$ cat src/rtl/instr_sequencer.sv
// instr_sequencer: multi-cycle RV32I control sequencer.
// Fetches one instruction at a time, steps it through decode, execute and
// writeback, and owns the program counter. Faults trap stickily until reset.
// Optional feature macro: PERF_COUNTERS_EN builds the cycle/retire counters;
// when undefined both counter ports are tied to 0.
module instr_sequencer #(
  parameter logic [31:0] RESET_PC    = 32'h0000_0000,
  parameter int unsigned MEM_TIMEOUT = 15
) (
  input  logic        clk,
  input  logic        rstN,
  input  logic        run,
  output logic        imemReq,
  output logic [31:0] imemAddr,
  input  logic        imemReady,
  input  logic [31:0] imemData,
  output logic [31:0] instruction,
  input  logic        isRT,
  input  logic        isIT,
  input  logic        isBT,
  input  logic        isJT,
  input  logic        isVI,
  input  logic        isJump,
  input  logic        enRegWrite,
  input  logic [31:0] immediateValue,
  input  logic [31:0] rs1Value,
  input  logic [31:0] aluResult,
  input  logic        aluBranchTaken,
  output logic        aluValid,
  output logic        regWrite,
  output logic [31:0] regWriteData,
  output logic [31:0] pc,
  output logic [2:0]  state,
  output logic        trap,
  output logic [1:0]  trapCause,
  output logic [31:0] cycleCount,
  output logic [31:0] retireCount
);
  typedef enum logic [2:0] {
    FETCH     = 3'd0,
    WAIT_MEM  = 3'd1,
    DECODE    = 3'd2,
    EXECUTE   = 3'd3,
    WRITEBACK = 3'd4,
    TRAP      = 3'd5
  } stateT;

  localparam logic [31:0] NOP     = 32'h0000_0013;
  localparam logic [31:0] TIMEOUT = 32'(MEM_TIMEOUT);

  stateT       stateQ, stateD;
  logic [31:0] pcQ, instrQ, targetQ, targetD, waitCnt, pcPlus4;
  logic        trapQ;
  logic [1:0]  causeQ, causeD;
  logic        misaligned;
  logic        unusedRt;

  // R-type needs no special sequencing; it flows through the default path.
  assign unusedRt = isRT;

  assign pcPlus4    = pcQ + 32'd4;
  assign misaligned = targetQ[1:0] != 2'b00;

  assign imemAddr    = pcQ;
  assign pc          = pcQ;
  assign instruction = instrQ;
  assign state       = stateQ;
  assign trap        = trapQ;
  assign trapCause   = causeQ;

  // Next-PC selection, evaluated while in EXECUTE.
  always_comb begin
    targetD = pcPlus4;
    if (isJT)                        targetD = pcQ + immediateValue;
    else if (isJump && isIT)         targetD = (rs1Value + immediateValue) & ~32'd1;
    else if (isBT && aluBranchTaken) targetD = pcQ + immediateValue;
  end

  // Next-state, trap cause and per-state strobes.
  // imemReq is gated by rstN so it drops the moment reset is asserted even
  // while run is high in FETCH.
  always_comb begin
    stateD       = stateQ;
    causeD       = causeQ;
    imemReq      = 1'b0;
    aluValid     = 1'b0;
    regWrite     = 1'b0;
    regWriteData = '0;
    case (stateQ)
      FETCH: begin
        if (run) begin
          imemReq = rstN;
          stateD  = WAIT_MEM;
        end
      end
      WAIT_MEM: begin
        imemReq = rstN;
        if (imemReady) begin
          stateD = DECODE;
        end else if (MEM_TIMEOUT != 0 && waitCnt + 32'd1 == TIMEOUT) begin
          stateD = TRAP;
          causeD = 2'd3;
        end
      end
      DECODE: begin
        if (!isVI) begin
          stateD = TRAP;
          causeD = 2'd1;
        end else begin
          stateD = EXECUTE;
        end
      end
      EXECUTE: begin
        aluValid = 1'b1;
        stateD   = WRITEBACK;
      end
      WRITEBACK: begin
        if (misaligned) begin
          stateD = TRAP;
          causeD = 2'd2;
        end else begin
          regWrite     = enRegWrite;
          regWriteData = isJump ? pcPlus4 : aluResult;
          stateD       = FETCH;
        end
      end
      TRAP:    stateD = TRAP;
      default: stateD = FETCH;
    endcase
  end

  // State register, cause and sticky trap flag.
  always_ff @(posedge clk or negedge rstN) begin
    if (!rstN) begin
      stateQ <= FETCH;
      causeQ <= 2'd0;
      trapQ  <= 1'b0;
    end else begin
      stateQ <= stateD;
      causeQ <= causeD;
      if (stateD == TRAP) trapQ <= 1'b1;
    end
  end

  // Instruction register, memory wait counter, target and PC.
  always_ff @(posedge clk or negedge rstN) begin
    if (!rstN) begin
      pcQ     <= RESET_PC;
      instrQ  <= NOP;
      targetQ <= RESET_PC;
      waitCnt <= '0;
    end else begin
      if (stateQ == WAIT_MEM) begin
        if (imemReady) begin
          instrQ  <= imemData;
          waitCnt <= '0;
        end else begin
          waitCnt <= waitCnt + 32'd1;
        end
      end
      if (stateQ == EXECUTE) targetQ <= targetD;
      if (stateQ == WRITEBACK && !misaligned) pcQ <= targetQ;
    end
  end

`ifdef PERF_COUNTERS_EN
  logic [31:0] cycQ, retQ;

  // Free-running cycle count (halts in TRAP) and retired-instruction count.
  always_ff @(posedge clk or negedge rstN) begin
    if (!rstN) begin
      cycQ <= '0;
      retQ <= '0;
    end else begin
      if (stateQ != TRAP) cycQ <= cycQ + 32'd1;
      if (stateQ == WRITEBACK && !misaligned) retQ <= retQ + 32'd1;
    end
  end

  assign cycleCount  = cycQ;
  assign retireCount = retQ;
`else
  assign cycleCount  = '0;
  assign retireCount = '0;
`endif
endmodule

$ cat config.mk
export PLATFORM = sky130hd
export DESIGN_NAME = instr_sequencer
export DESIGN_NICKNAME = d
export VERILOG_FILES = /design/src/rtl/instr_sequencer.sv
export SDC_FILE = /design/constraint.sdc
export NUM_CORES = 1
export LEC_CHECK = 0
export CAP_MARGIN = 20
export CELL_PAD_IN_SITES_DETAIL_PLACEMENT = 1
export CELL_PAD_IN_SITES_GLOBAL_PLACEMENT = 2
export CORE_MARGIN = 2
export CORE_UTILIZATION = 30
export DETAILED_ROUTE_END_ITERATION = 16
export PLACE_DENSITY = 0.87
export SLEW_MARGIN = 30
export SYNTH_ARGS = -nofsm -noshare
export SYNTH_HDL_FRONTEND = slang
export SYNTH_SLANG_ARGS = --single-unit
$ cat constraint.sdc
create_clock -name clk -period 8.47 [get_ports clk]
set_input_delay 2.1175 -clock clk [delete_from_list [all_inputs] [get_ports clk]]
set_output_delay 2.1175 -clock clk [all_outputs]
set_load 0.005 [all_outputs]
After elaboration in Yosys (flattened, before gate mapping) --
Index checks and enable logic that the tools add are counted.
Word-level totals: register bits 134, input bits 140, output and inout port bits 201, logic and storage cells 54
Cells by class: $add $sub $neg 4, eq/ne operators 11, mux-type cells 23, reductions and logical operators 9
Operator list (count):
- 2-to-1 mux 32 bit | 7
- adder 32 bit | 2
- adder 32 x 1 -> 32 bit, second input constant | 1
- adder 32 x 3 -> 32 bit, second input constant | 1
- equality test 32 x 4 -> 1 bit, second input constant | 1
- case mux 3 bit (6 select lines) | 1
- 2-to-1 mux 3 bit | 5
- equality test 3 bit, second input constant | 3
- 2-to-1 mux 2 bit | 4
- inequality test 2 bit, second input constant | 4
- equality test 3 x 2 -> 1 bit, second input constant | 2
- case mux 2 bit (3 select lines) | 1
- AND reduction 5 bit | 1
- 2-to-1 mux 1 bit | 4
- equality test 3 x 1 -> 1 bit, second input constant | 1
- logical AND 1 bit | 3
- logical NOT 3 bit | 1
- nonzero test 3 bit | 1
- case mux 1 bit (2 select lines) | 1
- AND reduction 2 bit | 1
- nonzero test 2 bit | 1
- logical NOT 1 bit | 1

Depth between registers and ports, before layout --
Gate-level depths: netlist (run 1).
depth in word-level cells 6, depth in mapped cells 12, gate-level depth less buffers 12

Least setup slack after synthesis (run 1) --
No wires, ideal clock.
kind input -> output, start point in isJump, end point out regWriteData[20], data arrival time 3.001 ns, required time 6.352 ns, path slack 3.352 ns, stages on the path 4, buffers on the path 3, cell sequence clkbuf_1 > clkbuf_1 > clkbuf_1 > a211oi_1
On the way: longest elaborated chain between the ends 3
Ends and longest elaborated chain:
- from (decl) | RTL line 23 | input logic isJump,
- 2-to-1 mux 32 bit | RTL line 123 | regWriteData = isJump ? pcPlus4 : aluResult;
- 2-to-1 mux 32 bit | RTL line 118 | if (misaligned) begin
- 2-to-1 mux 32 bit | RTL line 89 | case (stateQ)
- to (decl) | RTL line 31 | output logic [31:0] regWriteData,
No other way between the ends.

Worst setup path after layout (run 1) --
start point in isJump, end point out regWriteData[9]
The elaborated chain is that of the path after synthesis.

==> reports/qor.txt, run 1 <==
Post-synth EDFFs = 0
Fin Hold WS = 473 ps
Ports = 341
share of layout cells above drive strength 1 = 8.51%
fillcell total = 4545
RePlAce Congestion = 0.931
gr usage total = 20.8%
Register Area = 3360 sq um
Yosys top cell area share = 28.4%
reg-to-reg endpoint = targetQ[28]
Startpoint Class = input port
Post CTS Setup Buffer Count = 0
min-delay worst type = reg -> reg
CP endpoint kind = output port
Leak = 0.00606 uW
H-Tree Depth = 4
hold buffer count at CTS = 0
status = complete, no violations
Commonest cells post-synth = nand2_1, dfrtp_1, nor2_1
Worst Tran Pin Value = 919 ps
post-place setup slack = 2360 ps
Hold EP = targetQ[3]
Core Region = 37800 sq um
Async SR Flop Fraction = 100%
Total Power = 4460 uW
Worst slew margin = 38.5%
count of different cell masters after synthesis = 83
Final min period = 6100 ps
Final WS setup = 2370 ps
Top FF cell, synth = dfrtp_1
RSZ-0062 raised after global routing = false
vias per cell = 5.27
std cell rows = 71
register area share after synthesis = 29.0%
Worst VDD drop = 0.182 mV
DR DRC count = 0
Final Skew = 10.8 ps
largest net degree at the start of global routing = 71
CTS Buf Count = 17
Ys Warns = 0
min-delay src = targetQ[3]
Cell Pwr Density = 301 nW/um^2
TritonCTS Sinks = 134
DRT antenna net count = 0
period utilization = 72.0%
Reg-to-Reg Start = imemAddr[2]
CTS resizes = 0
Yosys top cell by area = dfrtp_1
Die Width = 200 um
R2R depth = 10
synth-to-layout area growth = 28.2%
hold depth = 2
Synth Cell Area = 11600 sq um
final slew viol count = 0
CP required = 6350 ps
fin cells = 2109
Mean Syn Cell Area = 8.35 sq um
CTS tree = yes
final setup vio count = 0
largest cells by area after synthesis = dfrtp_1, ha_1, buf_4
Overflow after GRT = 0
First DRT Iteration DRCs = 528
clk_lat worst skew = 430 ps
WP data arrival = 3980 ps
WL/cell = 19.9 um
Die Y = 200 um
Port Buffer Count = 275
maximum clock insertion buffer count = 2
Max Cap Viol = 0
Crit Path Max Fanout = 33
initial core utilization = 30.5%
CTS clk-pin slew, worst paths = 50 ps
routed wire length = 42000 um
number of global-route vias before repair = 11700
Yosys reg bits = 134
Vias = 11100
die area = 40100 sq um
DP HPWL = 32200 um
first-pass GRT wire length = 66300 um
worst reg2reg setup slack = 4520 ps
Mapped Cells = 1385
most frequent cell after synthesis = nand2_1
Final Hold Fails = 0
Fmax = 0.164 GHz
root buf cell = clkbuf_16
# placed instances = 2077
number of iterations in the first detailed-routing pass = 7
Final nets = 1791
CP Class = in -> out
area of the multi-input gates = 7330 sq um
setup TNS = 0 ps
initial antenna violation count = 0
# diodes = 0
## routing by layer
metal	part of all wire, %	track usage [%]	vias up
met5	0	0	-
met4	2.2	5.87	0
met3	4.8	4.07	45
met2	50	37.0	337
met1	43	25.3	5472
li1	-	-	5254
## cells by family after synthesis
family | Yosys count | share of synthesized area, %
AO/OA/AOI/OAI | 370 | 20.8
XOR/XNOR | 90 | 6.82
other | 1 | 0.0324
buffers and inverters | 198 | 9.70
multiplexers | 85 | 8.06
adder cells (fa/ha/maj) | 66 | 7.27
flip-flops | 134 | 29.0
AND/OR/NAND/NOR | 441 | 18.3
## power by group
group	total (uW)	internal, uW	switching [uW]
logic	2370	1210	1160
registers	1400	956	446
clock network	688	395	293
total	4460	2560	1900
## layout by cell type (no fill, tap or decap), types with 5 or more instances in the layout
cell type,synthesis,layout
xnor2_1,52,52
nand4_1,19,19
nand2b_1,12,11
a211oi_1,39,39
inv_1,27,27
nor4_1,6,5
a21oi_1,90,90
mux2i_1,20,20
ha_1,64,64
a31oi_1,17,17
o21a_1,12,12
and2_1,10,10
nand3_1,33,33
and3_1,16,16
nor2b_1,5,5
clkinv_2,0,5
mux2_2,65,65
nor2_1,118,117
o21bai_1,12,12
nand2_1,139,139
o22ai_1,8,8
conb_1,1,64
dfrtp_1,131,131
clkbuf_16,0,17
o211ai_1,5,5
xor2_1,38,38
a2bb2oi_1,6,6
nor3_1,44,44
o31ai_1,7,7
a21o_1,25,25
o21ai_0,88,88
buf_4,98,13
o221ai_1,9,9
clkdlybuf4s50_1,0,273
a221oi_1,6,6
and4_1,8,8
## per-stage QoR
step | util [%] | instance area (sq um)
after floorplan | - | 11800
after global placement | 37.7 | 14300
after detailed placement | 37.7 | 14300
after CTS | 39.1 | 14800
after global routing | 39.2 | 14800
final | 39.2 | 14800
## how the worst max path moves through the flow
stage	cells past startpoint	end	from
2_1_floorplan	4	regWriteData[20]	isJump
3_3_place_gp	5	regWriteData[17]	isJump
3_5_place_dp	5	regWriteData[17]	isJump
4_1_cts	5	regWriteData[17]	isJump
5_1_grt	5	regWriteData[17]	isJump
6_report	5	regWriteData[9]	isJump
## sequential cells by signal, summed over array words and instances (netlist names)
signal	cells
imemAddr	32
instruction	32
targetQ	32
waitCnt	32
state	3
trapCause	2
trap	1
## layout make-up
type	count	share of cell area, %
clock buffers	23	3.23
multi-input cells	1116	49.5
inverters	27	0.684
repair buffers	289	19.3
clock inverters	9	0.380
flip-flops and latches	134	22.7
well taps	511	4.31
## worst max-delay path: stages
cell             delay [ps]
buf_2                   460
buf_4                   440
nor2_1                  100
a211oi_1                270
clkdlybuf4s50_1         570
Power figures use the tool's default switching activity.
==> inputs of run 2 (changes only) <==
CORE_UTILIZATION = 25   (was 30)
PLACE_DENSITY = 0.78   (was 0.87)
clock period = 5.3 ns   (was 8.47 ns; I/O delays follow)
==> reports/qor.txt, run 2 (synthesized netlist as in run 1, its figures left out) <==
Gate power share = 52.5% (-0.6 points)
root buf cell = clkbuf_16
vias per cell = 5.01 (-4.8%)
min-delay worst type = reg -> reg
Overflow after GRT = 0 (unchanged)
Final nets = 1808 (+0.95%)
TritonCTS Sinks = 134 (unchanged)
most frequent cells in the layout = clkdlybuf4s50_1, nand2_1, dfrtp_1
Switching Power = 3140 uW (+65%)
Startpoint Class = flip-flop
number of iterations in the first detailed-routing pass = 5 (-2)
RePlAce Congestion = 0.859 (-7.7%)
R2R depth = 13 (+3)
Post CTS Setup Buffer Count = 0 (unchanged)
Core Region = 45500 sq um (+20%)
fin util = 33.3% (-5.9 points)
DP HPWL = 34300 um (+6.6%)
slowest CP cell = clkdlybuf4s50_1
Reg-to-Reg Start = imemAddr[0]
Final Hold Fails = 0 (unchanged)
Total Power = 7380 uW (+66%)
Ports = 341 (unchanged)
CP Buf/Inv Count = 1 (-2)
DRT antenna net count = 0 (unchanged)
period utilization = 96.4%
WP data arrival = 3790 ps (-190 ps)
routed wire length = 44400 um (+5.8%)
share of layout cells above drive strength 1 = 9.55% (+1.0 points)
min-delay src = targetQ[20]
CTS Buf Count = 17 (unchanged)
initial core utilization = 25.4% (-5.1 points)
Die Width = 219 um (+9.4%)
RSZ-0062 raised after global routing = false
hold buffer count at CTS = 0 (unchanged)
maximum clock insertion buffer count = 2 (unchanged)
CP cell instances = ha_1 > nand4_1 > nor3_1 > and2_1 > nand4_1 > xor2_1 > a211oi_1 > clkdlybuf4s50_1
Worst path max stage delay = 590 ps (+20 ps)
largest net degree at the start of global routing = 72 (+1.4%)
final slew viol count = 0 (unchanged)
clk_lat worst skew = 450 ps (+20 ps)
Fmax = 0.196 GHz
die area = 48000 sq um (+20%)
Final WS setup = 190 ps (-2190 ps)
final setup vio count = 0 (unchanged)
area post-placement = 14500 sq um (+1.7%)
CP required = 3970 ps (-2380 ps)
number of global-route vias before repair = 11300 (-3.3%)
first-pass GRT wire length = 67600 um (+1.9%)
gr usage total = 18.4% (-2.4 points)
family with the most delay on the worst path = simple AND/OR/NAND/NOR gates
DR DRC count = 0 (unchanged)
Final Skew = 16.4 ps (+5.58 ps)
std cell rows = 78 (+9.9%)
post-place setup slack = 437 ps (-1920 ps)
setup TNS = 0 ps (unchanged)
CP endpoint kind = output port
Final min period = 5110 ps
Die Y = 219 um (+9.4%)
synth-to-layout area growth = 30.9%
Max Cap Viol = 0 (unchanged)
CTS tree = yes
worst reg2reg setup slack = 1640 ps (-2880 ps)
Worst Tran Pin Value = 908 ps (-11.2 ps)
Crit Path Max Fanout = 7 (-79%)
# diodes = 0 (unchanged)
First DRT Iteration DRCs = 529 (+0.19%)
status = complete, no violations
Register Area = 3360 sq um (unchanged)
Leak = 0.00617 uW (+1.9%)
Internal = 4240 uW (+66%)
Vias = 11100 (-0.099%)
area of the multi-input gates = 7330 sq um (about the same)
Hold EP = targetQ[20]
switching portion of total power = 42.5% (-0.054 points)
Finished Cell Area = 15100 sq um (+2.1%)
initial antenna violation count = 1 (+1)
Cell Pwr Density = 488 nW/um^2 (+62%)
CTS resizes = 0 (unchanged)
commonest non-fill, non-tap cell in the layout = clkdlybuf4s50_1
clock share of power = 16.9% (+1.5 points)
Worst VDD drop = 0.253 mV (+39%)
Port Buffer Count = 275 (unchanged)
Worst slew margin = 39.3% (+0.75 points)
WL/cell = 20.1 um (+0.85%)
CP dominant cell by count = nand4_1
hold depth = 2 (unchanged)
Worst Setup SP = imemAddr[3]
CTS clk-pin slew, worst paths = 60 ps (about the same)
fillcell total = 5420 (+19%)
Flop pwr share = 30.6% (-0.8 points)
H-Tree Depth = 4 (unchanged)
reg-to-reg endpoint = targetQ[24]
CP Class = reg -> out
run 2: worst max-delay path by stage:
stage / end / depth (start not counted)
after floorplan: targetQ[27] / 10
after global placement: targetQ[27] / 11
after detailed placement: targetQ[29] / 12
after CTS: regWriteData[30] / 8
after global routing: regWriteData[30] / 8
final: regWriteData[30] / 8
run 2: area by class of cell:
type / instances / area share [%]
Inverter: 27 / 0.670
Timing Repair Buffer: 306 / 19.8
Clock buffer: 18 / 2.90
Clock inverter: 12 / 1.03
Multi-Input combinational cell: 1116 / 48.5
Sequential cell: 134 / 22.2
Tap cell: 600 / 4.96
run 2: worst min-delay path, stage by stage (launching register included):
cell and delay [ps]:
dfrtp_1 340, nand2_1 50, nand2_1 50
run 2: layer usage:
| layer | vias to the layer above | global-route usage, % | share of wire [%] |
|---|---|---|---|
| li1 | 5293 | - | - |
| met1 | 5472 | 23.6 | 45 |
| met2 | 294 | 31.9 | 49 |
| met3 | 36 | 3.28 | 4.5 |
| met4 | 2 | 4.26 | 1.4 |
| met5 | - | 0 | 0.018 |
run 2: stage by stage:
| stage | cells | hold slack, ps |
|---|---|---|
| after floorplan | 1448 | 435 |
| after global placement | 2182 | 448 |
| after detailed placement | 2182 | 461 |
| after CTS | 2212 | 474 |
| after global routing | 2213 | 503 |
| final | 2213 | 474 |
run 2: power groups by stage:
| stage | clock, uW | sequential (uW) | combinational (uW) |
|---|---|---|---|
| floorplan | 0 | 1940 | 2540 |
| global placement | 0 | 2230 | 3780 |
| detailed placement | 0 | 2270 | 3850 |
| CTS | 1280 | 2260 | 3890 |
| global route | 1320 | 2360 | 4270 |
| finish | 1250 | 2250 | 3880 |
